--- src/rtl/piso_top.sv ---
// ============================================================================
// Module   : piso_top
// Brief    : Parallel-in / serial-out shift register, LSB shifted out first.
// Revision : 1.0
// ============================================================================
`default_nettype none

module piso_top #(
  parameter int WIDTH = 4
) (
  input  logic             clk,
  input  logic             reset,
  input  logic             load,
  input  logic [WIDTH-1:0] pi,
  output logic [WIDTH-1:0] q,
  output logic             so
);

  logic [WIDTH-1:0] shift_d;
  logic [WIDTH-1:0] shift_q;

  // Load has priority; otherwise shift right with zero fill, so no recirculation.
  always_comb begin
    shift_d = shift_q >> 1;
    if (load) begin
      shift_d = pi;
    end
  end

  always_ff @(posedge clk or posedge reset) begin
    if (reset) begin
      shift_q <= '0;
    end else begin
      shift_q <= shift_d;
    end
  end

  assign q  = shift_q;
  assign so = shift_q[0];

endmodule

`default_nettype wire

--- config.mk ---
export PLATFORM = sky130hd
export DESIGN_NAME = piso_top
export DESIGN_NICKNAME = d
export VERILOG_FILES = /design/src/rtl/piso_top.sv
export SDC_FILE = /design/constraint.sdc
export NUM_CORES = 1
export LEC_CHECK = 0
export ABC_AREA = 1
export CORE_AREA = 2 2 39 41
export DETAILED_ROUTE_END_ITERATION = 10
export DIE_AREA = 0 0 41 43
export GPL_TIMING_DRIVEN = 0
export PLACE_DENSITY_LB_ADDON = 0.15
export REMOVE_ABC_BUFFERS = 1
export SYNTH_ARGS = -nofsm -noshare
export SYNTH_HDL_FRONTEND = slang
export SYNTH_SLANG_ARGS = --single-unit
--- constraint.sdc ---
create_clock -name clk -period 0.8 [get_ports clk]
set_input_delay 0.16 -clock clk [delete_from_list [all_inputs] [get_ports clk]]
set_output_delay 0.16 -clock clk [all_outputs]
set_load 0.1 [all_outputs]
==> impl_metrics.py <==
metrics = {
    "power_and_ir_drop": {
        "swShare_pct": 35.9,
        "p_seq_share_pct": 31.2,
        "combPwrFrac_pct": 35.7,
        "p_int_uw": 480,
        "p_leak_uw": 0.000186,
        "peakVddDrop_mv": 0.787,
        "power_density_nw_per_um2": 2180,
        "pwr-share-clk_pct": 33.2,
        "power.switching_uw": 269,
    },
    "logic_synthesis": {
        "avgSynthCellArea_um2": 8.69,
        "yosys.cell_types.count": 5,
        "synthTopCellsByArea": "dfrtp_1 64%, nand2_1 24%, buf_4 4.8%, inv_1 4.8%, inv_2 2.4%",
        "synth_area_um2": 156,
        "synth.top_cell.area_share_pct": 64.0,
        "ys_seq_elements": 4,
        "synth_cells": 18,
        "yosys_warnings": 0,
        "seq_area_frac_synth_pct": 64.0,
        "yosysTopAreaCell": "dfrtp_1",
    },
    "layout": {
        "nets": 41,
        "fin_area_um2": 344,
        "multi_input_area_um2": 37.5,
        "drive_gt1_share_pct": 31.3,
        "diodes": 0,
        "fillCellCount": 158,
        "final_common_cell": "nand2_1",
        "seq_area_um2": 100,
        "final_cell_mix": "10 x nand2_1, 5 x clkdlybuf4s50_1, 4 x dfrtp_1, 3 x clkbuf_4, 3 x buf_12",
        "syn2layout_area_growth_pct": 120,
        "largest_reg_flops": 4,
        "postLayoutCoreUtil_pct": 24.9,
    },
    "setup_path": {
        "crit_required_ps": 640,
        "critPathCaptureType": "primary output",
        "worstSetupStartpointType": "register",
        "r2r_setup_slack_ps": 60,
        "regToRegEndpoint": "q[0]$_DFF_PP0_",
        "crit_chain": "buf_6",
        "crit_type": "register to primary output",
        "path_max_fanout": 2,
        "crit_slowest_cell": "dfrtp_1",
        "worstSetupPathDepth": 1,
        "critPathTopFamily": "flip-flops",
        "cp.arrival_ps": 830,
        "critPathBufInv": 1,
        "startpoint": "q[0]$_DFF_PP0_",
        "timing.rr.start": "q[1]$_DFF_PP0_",
        "cpPeakStageDelay_ps": 360,
        "reg2reg_depth": 3,
        "cp-endpoint": "q[0]",
    },
    "cts": {
        "ctsRootBufferMaster": "clkbuf_4",
        "cts_buffers": 3,
        "cts.sinks": 4,
        "clk_pin_slew_ps": 40,
        "cts_max_level": 1,
        "cts_max_path_buffers": 2,
        "postCtsHoldBufs": 0,
        "insertion_delay_ps": 230,
        "cts_tree": "built",
    },
    "floorplanning": {
        "rows": 14,
        "die_h_um": 43,
        "die_area_um2": 1760,
        "coreArea_um2": 1380,
        "initial_utilization_pct": 11.3,
        "die_w_um": 41,
        "ios": 12,
    },
    "min_path": {
        "hp-class": "input pin to async pin",
    },
    "placed_design": {
        "placed_cell_area_um2": 279,
        "port_buffers": 11,
        "place_congestion": 0.664,
        "dp_hpwl_um": 266,
    },
    "outcome": {
        "outcome": "finished with violations",
        "violations": "negative setup slack",
    },
    "sta": {
        "fmax_mhz": 1010,
        "tns_ps": -904,
        "worst_slew_pin_slew_ps": 210,
        "setup_viol": 5,
        "maxSlewHeadroom_pct": 86.0,
        "rsz0062_at_grt": "true",
        "finalCritPeriodShare_pct": 124,
        "whs_ps": 117,
        "hold_viol": 0,
        "fin_crit_ps": 994,
        "fin_ws_ps": -194,
        "finClkSkew_ps": 0.770,
        "final_max_slew_viol_count": 0,
    },
    "global_route": {
        "grt_max_degree": 6,
        "grt_pass1_wl_um": 696,
        "grt.overflow.total": 0,
        "grt_pass1_vias": 164,
        "antenna_found_initial": 0,
        "grt_usage_pct": 6.64,
    },
    "drt": {
        "avgRoutedWirePerCell_um": 7.38,
        "drtIter0Drc": 4,
        "wl_um": 354,
        "ant_nets": 0,
        "vias": 162,
        "drc_errors": 0,
        "detail_route.vias_per_cell": 3.38,
        "drt-pass1-iter-count": 4,
    },
    "job": {
        "maxCapViolations": 0,
    },
}
-- power groups by stage --
stage / Combinational [uW] / Sequential, uW / Clock (uW)
2_1_floorplan: 17.9 / 371 / 0
3_3_place_gp: 238 / 228 / 0
3_5_place_dp: 237 / 228 / 0
4_1_cts: 259 / 233 / 265
5_1_grt: 281 / 235 / 289
6_report: 267 / 233 / 248
-- repair_timing --
action | CTS | global route
endpoints found under the setup margin | 5 | 8
endpoints found under the hold margin | 0 | 0
buffers inserted | 0 | 1
resized for setup | 40 | 2
-- cells in the mapped netlist, drive strengths merged --
| master | count |
|---|---|
| inv | 3 |
| dfrtp | 4 |
| buf | 1 |
| nand2 | 10 |
-- through the flow --
step	instances	total power, uW	worst slack (ps)
floorplan	17	389	-839
CTS	47	758	-208
global route	48	805	-244
detailed placement	44	465	-828
global placement	44	466	-830
finish	48	749	-194
-- per-layer routing --
metal | vias up | GRT usage, % | wire [um]
met1 | 69 | 7.77 | 144
met3 | 0 | 8.90 | 81
li1 | 79 | - | -
met2 | 14 | 6.88 | 128
met5 | - | 0 | 0
met4 | 0 | 2.00 | 0
-- kinds of logic (layout without fill, tap and decap cells) --
| group | Yosys count | in the layout | synth area share, % |
|---|---|---|---|
| buffers and inverters | 4 | 18 | 12.0 |
| flip-flops | 4 | 4 | 64.0 |
| AND/OR/NAND/NOR | 10 | 10 | 24.0 |
-- worst min-delay path by stage --
stage,from,slack [ps],cells past startpoint,end
finish,reset,120,2,q[0]$_DFF_PP0_
global route,reset,130,2,q[0]$_DFF_PP0_
CTS,reset,120,2,q[0]$_DFF_PP0_
detailed placement,reset,360,2,q[0]$_DFF_PP0_
global placement,reset,370,2,q[0]$_DFF_PP0_
floorplan,reset,-70,1,q[0]$_DFF_PP0_
-- cell type report --
type,count,area share (%)
Timing Repair Buffer,12,44.4
Sequential cell,4,29.1
Multi-Input combinational cell,10,10.9
Clock buffer,3,6.55
Tap cell,16,5.82
Inverter,3,3.27
No activity file was read; power rests on OpenSTA's default activity.
